### src/rtl/frac_logic_pkg.sv
// Shared types and constants for the fracturable K-input logic element.
// Build option: FRAC_LOGIC_PARITY_EN appends a parity bit to the configuration chain.
package frac_logic_pkg;

   typedef enum logic [1:0] {
      ST_UNCONF     = 2'd0,
      ST_LOADING    = 2'd1,
      ST_CONFIGURED = 2'd2,
      ST_ERROR      = 2'd3
   } cfg_state_t;

`ifdef FRAC_LOGIC_PARITY_EN
   localparam bit PARITY_EN = 1'b1;
`else
   localparam bit PARITY_EN = 1'b0;
`endif

   // MASK_LSB is absolute; MODE_BIT and PAR_BIT are offsets past the 2**K mask bits
   localparam int MASK_LSB = 0;
   localparam int MODE_BIT = 0;
   localparam int PAR_BIT  = 1;

   function automatic int cfg_len(input int k, input bit parity);
      return (1 << k) + (parity ? 2 : 1);
   endfunction

endpackage

### src/rtl/frac_logic_k_if.sv
// Configuration-chain and LUT signal bundle for frac_logic_k.
// Build option: FRAC_LOGIC_PARITY_EN (cfg_err is only meaningful with it).
interface frac_logic_k_if #(
   parameter int K = 4
);
   logic         ccff_en;
   logic         ccff_head;
   logic [K-1:0] frac_logic_in;
   logic [1:0]   frac_logic_out;
   logic         ccff_tail;
   logic         cfg_valid;
   logic         cfg_err;

   modport master (
      output ccff_en, ccff_head, frac_logic_in,
      input  frac_logic_out, ccff_tail, cfg_valid, cfg_err
   );

   modport slave (
      input  ccff_en, ccff_head, frac_logic_in,
      output frac_logic_out, ccff_tail, cfg_valid, cfg_err
   );
endinterface

### src/rtl/frac_logic_cfg_chain.sv
// Configuration shift chain with load-tracking FSM for frac_logic_k.
// Build option: FRAC_LOGIC_PARITY_EN adds the parity bit, the ERROR state and cfg_err.
//
// state         | meaning
// --------------+-----------------------------------------------------------
// ST_UNCONF     | after reset, nothing shifted in yet
// ST_LOADING    | 1..CFG_LEN-1 bits received, outputs held at 0
// ST_CONFIGURED | exactly CFG_LEN bits received, LUT outputs enabled
// ST_ERROR      | full word received with odd parity (parity build only)
module frac_logic_cfg_chain
   import frac_logic_pkg::*;
#(
   parameter  int K       = 4,
   localparam int CFG_LEN = cfg_len(K, PARITY_EN),
   localparam int CNT_W   = $clog2(CFG_LEN + 1)
) (
   input  logic               prog_clk,
   input  logic               prog_reset_n,
   input  logic               ccff_en,
   input  logic               ccff_head,
   output logic [CFG_LEN-1:0] cfg,
   output logic               cfg_valid,
   output logic               cfg_err
);

   cfg_state_t       state;
   logic [CNT_W-1:0] cnt;
   logic [CNT_W-1:0] cnt_inc;
   logic [CFG_LEN-1:0] cfg_next;

   assign cnt_inc  = cnt + 1'b1;
   assign cfg_next = {cfg[CFG_LEN-2:0], ccff_head};

   always_ff @(posedge prog_clk or negedge prog_reset_n) begin
      if (!prog_reset_n) begin
         cfg       <= '0;
         cnt       <= '0;
         state     <= ST_UNCONF;
         cfg_valid <= 1'b0;
`ifdef FRAC_LOGIC_PARITY_EN
         cfg_err   <= 1'b0;
`endif
      end else if (ccff_en) begin
         cfg <= cfg_next;
         case (state)
            ST_LOADING: begin
               cnt <= cnt_inc;
               if (cnt_inc == CNT_W'(CFG_LEN)) begin
`ifdef FRAC_LOGIC_PARITY_EN
                  // parity is judged on the word as it stands after this edge
                  if (^cfg_next) begin
                     state   <= ST_ERROR;
                     cfg_err <= 1'b1;
                  end else begin
                     state     <= ST_CONFIGURED;
                     cfg_valid <= 1'b1;
                  end
`else
                  state     <= ST_CONFIGURED;
                  cfg_valid <= 1'b1;
`endif
               end
            end
            default: begin
               // first bit of a fresh load; any previous word is invalidated here
               state     <= ST_LOADING;
               cnt       <= CNT_W'(1);
               cfg_valid <= 1'b0;
`ifdef FRAC_LOGIC_PARITY_EN
               cfg_err   <= 1'b0;
`endif
            end
         endcase
      end
   end

`ifndef FRAC_LOGIC_PARITY_EN
   assign cfg_err = 1'b0;
`endif

endmodule

### src/rtl/frac_logic_k.sv
// Fracturable K-input LUT: one LUT-K or two LUT-(K-1) sharing inputs, gated by cfg_valid.
// Build option: FRAC_LOGIC_PARITY_EN enables configuration parity checking.
module frac_logic_k
   import frac_logic_pkg::*;
#(
   parameter int K = 4
) (
   input  logic           prog_clk,
   input  logic           prog_reset_n,
   frac_logic_k_if.slave  bus
);

   localparam int CFG_LEN = cfg_len(K, PARITY_EN);
   localparam int HALF    = 1 << (K - 1);

   logic [CFG_LEN-1:0] cfg;
   logic               cfg_valid;
   logic               cfg_err;
   logic [HALF-1:0]    mask_lo;
   logic [HALF-1:0]    mask_hi;
   logic               mode;
   logic               lo;
   logic               hi;
   logic               lutk;

   frac_logic_cfg_chain #(.K(K)) u_chain (
      .prog_clk     (prog_clk),
      .prog_reset_n (prog_reset_n),
      .ccff_en      (bus.ccff_en),
      .ccff_head    (bus.ccff_head),
      .cfg          (cfg),
      .cfg_valid    (cfg_valid),
      .cfg_err      (cfg_err)
   );

   assign mask_lo = cfg[MASK_LSB        +: HALF];
   assign mask_hi = cfg[MASK_LSB + HALF +: HALF];
   assign mode    = cfg[(1 << K) + MODE_BIT];

   assign lo   = mask_lo[bus.frac_logic_in[K-2:0]];
   assign hi   = mask_hi[bus.frac_logic_in[K-2:0]];
   assign lutk = bus.frac_logic_in[K-1] ? hi : lo;

   assign bus.frac_logic_out[0] = (mode ? lo : lutk) & cfg_valid;
   assign bus.frac_logic_out[1] = hi & cfg_valid;
   assign bus.ccff_tail         = cfg[CFG_LEN-1];
   assign bus.cfg_valid         = cfg_valid;
   assign bus.cfg_err           = cfg_err;

endmodule

### src/flat_wrapper.sv
// flat-port wrapper written by rule: the top's interface ports become plain ports
module frac_logic_k_flat import frac_logic_pkg::*;
#(
   parameter int K = 4
)
  (prog_clk, prog_reset_n, bus_ccff_en, bus_ccff_head, bus_frac_logic_in, bus_frac_logic_out, bus_ccff_tail, bus_cfg_valid, bus_cfg_err);
  frac_logic_k_if #(.K(K)) bus_i ();
  input  logic prog_clk;
  input  logic prog_reset_n;
  input wire logic [$bits(bus_i.ccff_en)-1:0] bus_ccff_en;
  input wire logic [$bits(bus_i.ccff_head)-1:0] bus_ccff_head;
  input wire logic [$bits(bus_i.frac_logic_in)-1:0] bus_frac_logic_in;
  output wire logic [$bits(bus_i.frac_logic_out)-1:0] bus_frac_logic_out;
  output wire logic [$bits(bus_i.ccff_tail)-1:0] bus_ccff_tail;
  output wire logic [$bits(bus_i.cfg_valid)-1:0] bus_cfg_valid;
  output wire logic [$bits(bus_i.cfg_err)-1:0] bus_cfg_err;
  assign bus_i.ccff_en = bus_ccff_en;
  assign bus_i.ccff_head = bus_ccff_head;
  assign bus_i.frac_logic_in = bus_frac_logic_in;
  assign bus_frac_logic_out = bus_i.frac_logic_out;
  assign bus_ccff_tail = bus_i.ccff_tail;
  assign bus_cfg_valid = bus_i.cfg_valid;
  assign bus_cfg_err = bus_i.cfg_err;
  frac_logic_k #(.K(K)) u_core (.prog_clk(prog_clk), .prog_reset_n(prog_reset_n), .bus(bus_i));
endmodule
### config.mk
export PLATFORM = sky130hd
export DESIGN_NAME = frac_logic_k_flat
export DESIGN_NICKNAME = d
export VERILOG_FILES = /design/src/rtl/frac_logic_pkg.sv /design/src/rtl/frac_logic_k_if.sv /design/src/rtl/frac_logic_cfg_chain.sv /design/src/rtl/frac_logic_k.sv /design/src/flat_wrapper.sv
export SDC_FILE = /design/constraint.sdc
export NUM_CORES = 1
export LEC_CHECK = 0
export BUFFER_PORTS_ARGS = -buffer_cell sky130_fd_sc_hd__buf_2
export CAP_MARGIN = 20
export CORE_UTILIZATION = 30
export DETAILED_ROUTE_END_ITERATION = 7
export GPL_ROUTABILITY_DRIVEN = 1
export PLACE_DENSITY = 0.58
export SYNTH_ARGS = -nofsm -noshare
export SYNTH_HDL_FRONTEND = slang
export SYNTH_SLANG_ARGS = --single-unit
### constraint.sdc
create_clock -name prog_clk -period 1.6 [get_ports prog_clk]
set_clock_uncertainty 0.2 [all_clocks]
set_input_delay 0.08 -clock prog_clk [delete_from_list [all_inputs] [get_ports prog_clk]]
set_output_delay 0.08 -clock prog_clk [all_outputs]
set_load 0.02 [all_outputs]
==> results.yml, run 1 <==
detailed_routing:
  drtIter0Drc: 17
  drc: 0
  drt-pass1-iter-count: 4
  via_per_inst: 4.71
  vias: 744
  wl_per_cell_um: 13.1
  wl_um: 2070
  detail-route-antenna-nets: 0
final_layout:
  mostFrequentLayoutCell: "dfrtp_1"
  final-seq-area_um2: 601
  fin_util: 0.367
  multiInputGateArea_um2: 524
  fillers: 375
  final-instance-count-excl-fill: 158
  syn2layout_area_growth_pct: 15.7
  fin_nets: 122
  fin_area_um2: 1350
  diodes: 0
  mostFrequentLayoutCells: "dfrtp_1, mux2_2, buf_2"
  layout-drive-gt1-share: 0.364
flow_run:
  maxCapViolCount: 0
sta:
  fin_ws_ns: -0.273
  period_share: 1.17
  setup_viol: 2
  tightest_slew_ns: 0.530
  min_period_ns: 1.87
  holdWs_ns: 0.0681
  max_freq_mhz: 534
  hold_viol: 0
  finalMaxSlewViolations: 0
  rsz0062_at_grt: "yes"
  slew_headroom: 0.647
critical_path:
  r2r_slack_ns: 0.09
  worst_setup_path_start_kind: "flip-flop"
  cp_max_fo: 2
  crit_path_end_kind: "output port"
  rr_worst_depth: 4
  crit_type: "flip-flop to output port"
  required_ns: 1.32
  arrival_ns: 1.59
grt:
  grt_pass1_vias: 721
  overflow: 0
  grt_max_degree: 25
  grt_util_all_layers: 0.108
  grt_antenna_before_repair: 0
  grt_pass1_wl_um: 3450
cts:
  h-tree-depth: 1
  clock_insertion_delay_worst_skew_ns: 0.26
  cts_sinks: 24
  tritoncts.num_buffers: 3
  cts_tree: "yes"
  clockRootBuffer: "clkbuf_8"
  clock_path_buffers: 2
  clk_pin_slew_ns: 0.08
power:
  finalPower_w: 0.00200
  p_per_area_nw_per_um2: 1480
  p_leak_nw: 0.589
  ir_worst_vdd_mv: 0.704
place:
  portBuffers: 11
  placedCellCount: 151
  routabilityCongestion: 0.748
  dpl.hpwl_um: 1540
  placed_area_um2: 1260
yosys:
  yosysUniqueCellTypes: 26
  ys_warn_count: 0
  synthTopCellsByArea: "dfrtp_1, mux2_2, mux4_2"
  synth_seq_area_share: 0.514
  synth_top_area_frac: 0.514
  syn_inst: 95
  synth_area_um2: 1170
  syn-mean-instance-area_um2: 12.3
  yosysTopAreaCell: "dfrtp_1"
  ys_ff_latch: 24
  synth_nets: 105
die:
  ios: 13
  die_area_um2: 4150
  rows: 22
  design.core.area_um2: 3690
  chipWidth_um: 64.4
  start_util: 0.317
  die_h_um: 64.4
worst_hold_path:
  whs_path_depth: 3
  hold_class: "input pin to flip-flop"
status:
  status: "finished, violations left"
  violations: "setup timing"
==> cells by family after synthesis <==
group,after synthesis,synth area share
AOI/OAI and AO/OA,13,0.0685
xor gates and xnor gates,2,0.0150
adders and majority gates,2,0.0214
buffers and inverters,10,0.0450
DFF,24,0.514
muxes,24,0.246
other,1,0.00321
and+or+nand+nor,19,0.0867
==> worst paths after layout <==
path / from / endpoint
worst max-delay path: u_core.u_chain.cfg[15] / bus_frac_logic_out[0]
worst min-delay path: bus_ccff_en / u_core.u_chain.cnt[0]
worst max register to register: u_core.u_chain.cnt[0] / u_core.u_chain.state[0]
worst min register to register: u_core.u_chain.state[0] / u_core.u_chain.state[0]
max in group asynchronous: prog_reset_n / u_core.u_chain.cfg[0]
min in group asynchronous: prog_reset_n / u_core.u_chain.cfg[9]
==> metal layers <==
metal / GRT usage / up-vias / part of all wire
met5: 0 / - / 0
met4: 0.0417 / 0 / 0.0053
met3: 0.0158 / 2 / 0.016
met2: 0.178 / 7 / 0.52
met1: 0.141 / 370 / 0.46
li1: - / 365 / -
==> power by group <==
| group | total [W] | switching (W) | leakage (nW) | internal, W |
|---|---|---|---|---|
| combinational | 0.000646 | 0.000278 | 0.279 | 0.000368 |
| sequential | 0.00101 | 0.000180 | 0.289 | 0.000833 |
| clock | 0.000344 | 0.000176 | 0.0216 | 0.000168 |
==> worst max-delay path, stage by stage (launching register included) <==
cell and delay (ns):
dfrtp_1 0.38, mux4_2 0.48, mux2i_2 0.21, o31ai_1 0.10, buf_2 0.16
==> stage by stage <==
stage | setup WS (ns) | setup TNS, ns
2_1_floorplan | 0.108 | 0
4_1_cts | -0.280 | -0.532
3_3_place_gp | 0.0229 | 0
5_1_grt | -0.344 | -0.653
6_report | -0.273 | -0.510
3_5_place_dp | -0.000498 | -0.000498
==> layout make-up <==
class                      count  share of cell area
inverter                       5              0.0139
clock buffer                   3              0.0305
tap                           48              0.0444
timing repair buffer          17              0.0796
sequential                    24               0.444
multi-input combinational     61               0.388
==> state kept, by name, indices dropped and copies added (netlist names) <==
| signal | flops |
|---|---|
| u_core.u_chain.cfg | 17 |
| u_core.u_chain.cnt | 5 |
| u_core.u_chain.state | 2 |
==> repair_timing <==
| action | CTS | global route |
|---|---|---|
| resized for setup | 1 | 2 |
| hold buffers | 2 | 0 |
| setup buffers | 2 | 0 |
| setup endpoints to repair | 2 | 3 |
| hold endpoints to repair | 25 | 0 |
| pin swaps | 0 | 1 |
==> Yosys cell counts (all sizes together) <==
master	number
o31ai	2
xnor2	2
buf	5
inv	5
o22ai	3
o22a	1
nor3	1
nand2b	2
and2	1
mux2	18
mux2i	4
nand3b	2
mux4	2
ha	2
nand3	1
conb	1
and3	1
a21oi	1
nand4b	2
nand2	6
nor2	3
o21ai	4
dfrtp	24
a31oi	2
(Power assumes the default switching activity.)
==> inputs of run 2 (changes only) <==
--- a/config.mk
+++ b/config.mk
@@ -11,6 +11,7 @@
 export DETAILED_ROUTE_END_ITERATION = 7
 export GPL_ROUTABILITY_DRIVEN = 1
 export PLACE_DENSITY = 0.58
+export REMOVE_ABC_BUFFERS = 1
 export SYNTH_ARGS = -nofsm -noshare
 export SYNTH_HDL_FRONTEND = slang
 export SYNTH_SLANG_ARGS = --single-unit
==> run 2 against run 1 <==
Against the previous run:
- the flow still finishes with violations (setup timing)
- worst hold slack better by 0.00070 ns
- non-clock buffer count is 1 higher
- critical endpoint unchanged
- largest power group unchanged
- clock-buffer cell count is 1 higher
- sequential cell count stayed put
- design area is 2.6% higher
- global-route usage hardly changed
- largest cell class unchanged
==> results.yml, run 2 (synthesized netlist as in run 1, its figures left out) <==
sta:
  min_period_ns: 1.91
  setup_viol: 2
  slew_headroom: 0.647
  period_share: 1.19
  tightest_slew_ns: 0.530
  rsz0062_at_grt: "yes"
  fin_ws_ns: -0.308
  max_freq_mhz: 524
  hold_viol: 0
  finalMaxSlewViolations: 0
  setup_tns_ns: -0.539
final_layout:
  syn2layout_area_growth_pct: 18.7
  regMostFlops: "u_core.u_chain.cfg"
  fin_nets: 123
  reg_top3: "u_core.u_chain.cfg (17), u_core.u_chain.cnt (5), u_core.u_chain.state (2)"
  largest_register_ffs: 17
  layout-drive-gt1-share: 0.384
  final-instance-count-excl-fill: 160
  diodes: 0
  mostFrequentLayoutCell: "dfrtp_1"
  fin_util: 0.376
  mostFrequentLayoutCells: "dfrtp_1, mux2_2, buf_2"
power:
  p_seq_frac: 0.492
  clkPwrFrac: 0.195
  p_per_area_nw_per_um2: 1490
  sw_frac_of_total: 0.312
  p_int_w: 0.00142
  p_comb_frac: 0.313
  p_leak_nw: 0.602
  finalPower_w: 0.00207
  ir_worst_vdd_mv: 0.884
  p_switching_w: 0.000644
cts:
  clk_pin_slew_ns: 0.08
  cts_sinks: 24
  h-tree-depth: 1
  clock_insertion_delay_worst_skew_ns: 0.26
  cts_tree: "yes"
  clock_path_buffers: 2
  clockRootBuffer: "clkbuf_8"
  tritoncts.num_buffers: 3
die:
  rows: 22
  design.core.area_um2: 3690
  die_h_um: 64.4
  die_area_um2: 4150
  ios: 13
  start_util: 0.317
  chipWidth_um: 64.4
place:
  routabilityCongestion: 0.707
  placedCellCount: 152
  dpl.hpwl_um: 1480
  portBuffers: 11
worst_hold_path:
  hold_class: "input pin to flip-flop"
grt:
  grt_util_all_layers: 0.108
  grt_pass1_vias: 782
  grt_max_degree: 25
  overflow: 0
  grt_pass1_wl_um: 3470
  grt_antenna_before_repair: 0
critical_path:
  max_stage_delay_ns: 0.47
  crit_buf_inv: 1
  required_ns: 1.32
  crit_path_end_kind: "output port"
  cp_max_fo: 3
  crit_type: "flip-flop to output port"
  arrival_ns: 1.63
  path_cells: "mux4_2, nor2_1, nand4b_1, o31ai_2, buf_4"
  crit_family: "multiplexers"
  worst_setup_path_start_kind: "flip-flop"
  crit_slowest_cell: "mux4_2"
detailed_routing:
  drtIter0Drc: 8
  wl_um: 2020
  drt-pass1-iter-count: 4
  vias: 776
  via_per_inst: 4.85
  wl_per_cell_um: 12.7
  detail-route-antenna-nets: 0
  drc: 0
flow_run:
  maxCapViolCount: 0
status:
  status: "finished, violations left"
  violations: "setup timing"
[run 2: changes by cell type in the layout (fill, tap and decap cells not counted), sizes merged]
cell / delta
clkbuf: +1
buf: +1
[run 2: layout make-up]
type,instances,area (um^2)
Multi-Input combinational cell,61,538
Clock buffer,4,55.1
Fill cell,368,2300
Inverter,5,18.8
Sequential cell,24,601
Tap cell,48,60.1
Timing Repair Buffer,18,115
[run 2: layer usage]
metal	wire length, um	global-route usage	up-vias	share of wire
met5	0	0	-	0
met4	42	0.0583	0	0.021
met3	41	0.0158	5	0.020
met2	1010	0.180	13	0.50
met1	930	0.132	387	0.46
li1	-	-	371	-
[run 2: final timing paths]
kind                                              start                       to  slack [ns]  cells after the start
worst max-delay path              u_core.u_chain.cfg[6]    bus_frac_logic_out[0]       -0.31                      5
worst min-delay path                        bus_ccff_en    u_core.u_chain.cnt[0]        0.07                      3
worst max register to register    u_core.u_chain.cnt[0]  u_core.u_chain.state[0]        0.09                      4
worst min register to register  u_core.u_chain.state[0]  u_core.u_chain.state[0]        0.33                      1
max in group asynchronous                  prog_reset_n    u_core.u_chain.cfg[6]        0.72                      2
min in group asynchronous                  prog_reset_n   u_core.u_chain.cfg[13]        0.12                      2
[run 2: metrics by stage]
| step | hold slack, ns | instance area, um^2 | setup WS (ns) |
|---|---|---|---|
| 2_1_floorplan | -0.416 | 1130 | 0.108 |
| 3_3_place_gp | -0.116 | 1270 | 0.0370 |
| 3_5_place_dp | -0.108 | 1270 | 0.0316 |
| 4_1_cts | 0.0567 | 1350 | -0.275 |
| 5_1_grt | 0.0881 | 1390 | -0.360 |
| 6_report | 0.0688 | 1390 | -0.308 |
[run 2: repair_timing]
| item | in CTS | in global routing |
|---|---|---|
| endpoints found under the setup margin | 2 | 2 |
| endpoints found under the hold margin | 25 | 0 |
| setup buffers | 0 | 2 |
| cloned | 0 | 0 |
| resized for setup | 0 | 5 |
| hold buffers | 2 | 0 |
[run 2: power by group through the flow]
| stage | Sequential [W] | Combinational (W) | Clock (W) |
|---|---|---|---|
| floorplan | 0.000987 | 0.000428 | 0 |
| global placement | 0.00102 | 0.000561 | 0 |
| detailed placement | 0.00103 | 0.000574 | 0 |
| CTS | 0.00102 | 0.000580 | 0.000416 |
| global route | 0.00105 | 0.000723 | 0.000441 |
| finish | 0.00102 | 0.000647 | 0.000402 |
[run 2: worst register-to-register path, delay by kind of cell, from the launching register on]
kind,cells,cell delay (ns)
AOI/OAI and AO/OA,2,0.29
adders and majority gates,1,0.28
DFF,1,0.44
and+or+nand+nor,1,0.19
==> inputs of run 3 (changes only) <==
--- a/config.mk
+++ b/config.mk
@@ -6,11 +6,10 @@
 export NUM_CORES = 1
 export LEC_CHECK = 0
 export BUFFER_PORTS_ARGS = -buffer_cell sky130_fd_sc_hd__buf_2
-export CAP_MARGIN = 20
-export CORE_UTILIZATION = 30
+export CORE_UTILIZATION = 49
 export DETAILED_ROUTE_END_ITERATION = 7
 export GPL_ROUTABILITY_DRIVEN = 1
-export PLACE_DENSITY = 0.58
+export PLACE_DENSITY = 0.81
 export REMOVE_ABC_BUFFERS = 1
 export SYNTH_ARGS = -nofsm -noshare
 export SYNTH_HDL_FRONTEND = slang
==> run 3 against run 2 <==
Against the previous run:
- the run still ends with setup timing left
- fmax rose by 0.11%
- critical path depth stayed put
- final cell count fell by 13%
- sequential cell count unchanged
- die area fell by 38%
- first-iteration DRC count rose to 2.9 times the previous value
- combinational power decreased by 0.6%
- register-to-register slack improved by 0.02 ns
- via count decreased by 0.64%
- critical path type unchanged
==> results.yml, run 3 (synthesized netlist as in run 1, its figures left out) <==
critical_path:
  path_cells: "mux4_2, nor2_2, nand4b_1, o31ai_1, buf_2"
  crit_slowest_cell: "mux4_2"
  r2r-start: "u_core.u_chain.cnt[0]"
  max_stage_delay_ns: 0.48
  cp_max_fo: 3
  crit_family: "multiplexers"
  arrival_ns: 1.63
  worst_setup_path_start_kind: "flip-flop"
  crit_path_start: "u_core.u_chain.cfg[0]"
  crit_buf_inv: 1
  required_ns: 1.32
  crit_type: "flip-flop to output port"
  crit_path_end_kind: "output port"
grt:
  overflow: 0
  grt_antenna_before_repair: 0
  grt_max_degree: 25
  grt_util_all_layers: 0.179
  grt_pass1_vias: 708
  grt_pass1_wl_um: 3310
final_layout:
  fin_nets: 124
  multiInputGateArea_um2: 518
  diodes: 0
  reg_top3: "u_core.u_chain.cfg (17), u_core.u_chain.cnt (5), u_core.u_chain.state (2)"
  mostFrequentLayoutCells: "dfrtp_1, mux2_2, buf_2"
  regMostFlops: "u_core.u_chain.cfg"
  syn2layout_area_growth_pct: 14.0
  fin_area_um2: 1330
  largest_register_ffs: 17
  final-seq-area_um2: 601
  mostFrequentLayoutCell: "dfrtp_1"
  layout-drive-gt1-share: 0.357
  fillers: 179
detailed_routing:
  dr_wl_met3_um: 60
  wl_met2_um: 966
  drc: 0
  wl_per_cell_um: 14.6
  drt-pass1-iter-count: 4
  vias: 771
  drtIter0Drc: 23
  topRoutingLayerUsed: "met4"
  via_per_inst: 5.51
  wl_met1_um: 985
  wl_um: 2040
  detail-route-antenna-nets: 0
die:
  die_h_um: 50.8
  design.core.area_um2: 2230
  rows: 17
  start_util: 0.523
  ios: 13
  chipWidth_um: 50.8
  die_area_um2: 2580
sta:
  period_share: 1.19
  max_freq_mhz: 525
  fin_ws_ns: -0.306
  hold_viol: 0
  slew_headroom: 0.632
  setup_viol: 2
  finalMaxSlewViolations: 0
  tightest_slew_ns: 0.552
  min_period_ns: 1.91
  rsz0062_at_grt: "yes"
status:
  violations: "setup timing"
  status: "finished, violations left"
cts:
  h-tree-depth: 1
  cts_tree: "yes"
  clockRootBuffer: "clkbuf_4"
  clk_pin_slew_ns: 0.12
  clock_insertion_delay_worst_skew_ns: 0.30
  cts_sinks: 24
  tritoncts.num_buffers: 3
  clock_path_buffers: 2
power:
  finalPower_w: 0.00191
  p_leak_nw: 0.594
  ir_worst_vdd_mv: 0.848
  p_per_area_nw_per_um2: 1430
place:
  dpl.hpwl_um: 1410
  placed_area_um2: 1250
  routabilityCongestion: 0.784
  portBuffers: 11
worst_hold_path:
  hold_class: "input pin to asynchronous set/reset pin"
flow_run:
  maxCapViolCount: 0
run 3: what timing repair did:
item / in CTS / in global routing
pin swaps: 1 / 1
setup endpoints to repair: 2 / 2
buffers inserted: 3 / 0
endpoints found under the hold margin: 26 / 0
gates resized for setup: 0 / 2
hold buffers: 3 / 0
run 3: worst paths after layout:
path,to,slack (ns),cells after the start
max in group asynchronous,u_core.u_chain.cfg[16],0.75,2
max reg2reg,u_core.u_chain.state[0],0.11,4
min in group prog_clk,u_core.u_chain.cfg[0],0.33,3
min reg2reg,u_core.u_chain.state[0],0.34,1
max,bus_frac_logic_out[0],-0.31,5
min,u_core.u_chain.cnt[4],0.09,2
run 3: metal layers:
layer,up-vias,global-route usage
met1,385,0.266
met2,14,0.258
met5,-,0
met3,2,0.0268
li1,370,-
met4,0,0.0833
run 3: cell type report:
class                      count  area share
sequential                    24       0.451
multi-input combinational     61       0.389
timing repair buffer          19       0.103
tap                           28      0.0263
clock buffer                   3      0.0169
inverter                       5      0.0141
run 3: worst reg2reg max path: stages (launching register included):
cell,delay (ns)
dfrtp_1,0.45
ha_1,0.28
nor3_1,0.19
a31oi_1,0.08
o22a_1,0.19
run 3: through the flow:
step	setup WS, ns	std cells	hold WS (ns)	util	TNS, ns
floorplan	0.108	90	-0.416	-	0
CTS	-0.311	140	0.0837	0.594	-0.592
finish	-0.306	140	0.0861	0.597	-0.574
global route	-0.401	140	0.128	0.597	-0.727
detailed placement	0.0312	131	-0.109	0.561	0
global placement	0.0500	131	-0.124	0.561	0
run 3: report_power, final:
part	internal, W	total, W	switching, W	leakage, nW
sequential	0.000831	0.00101	0.000180	0.289
clock	0.0000877	0.000253	0.000165	0.0138
combinational	0.000368	0.000643	0.000275	0.291
total	0.00129	0.00191	0.000620	0.594
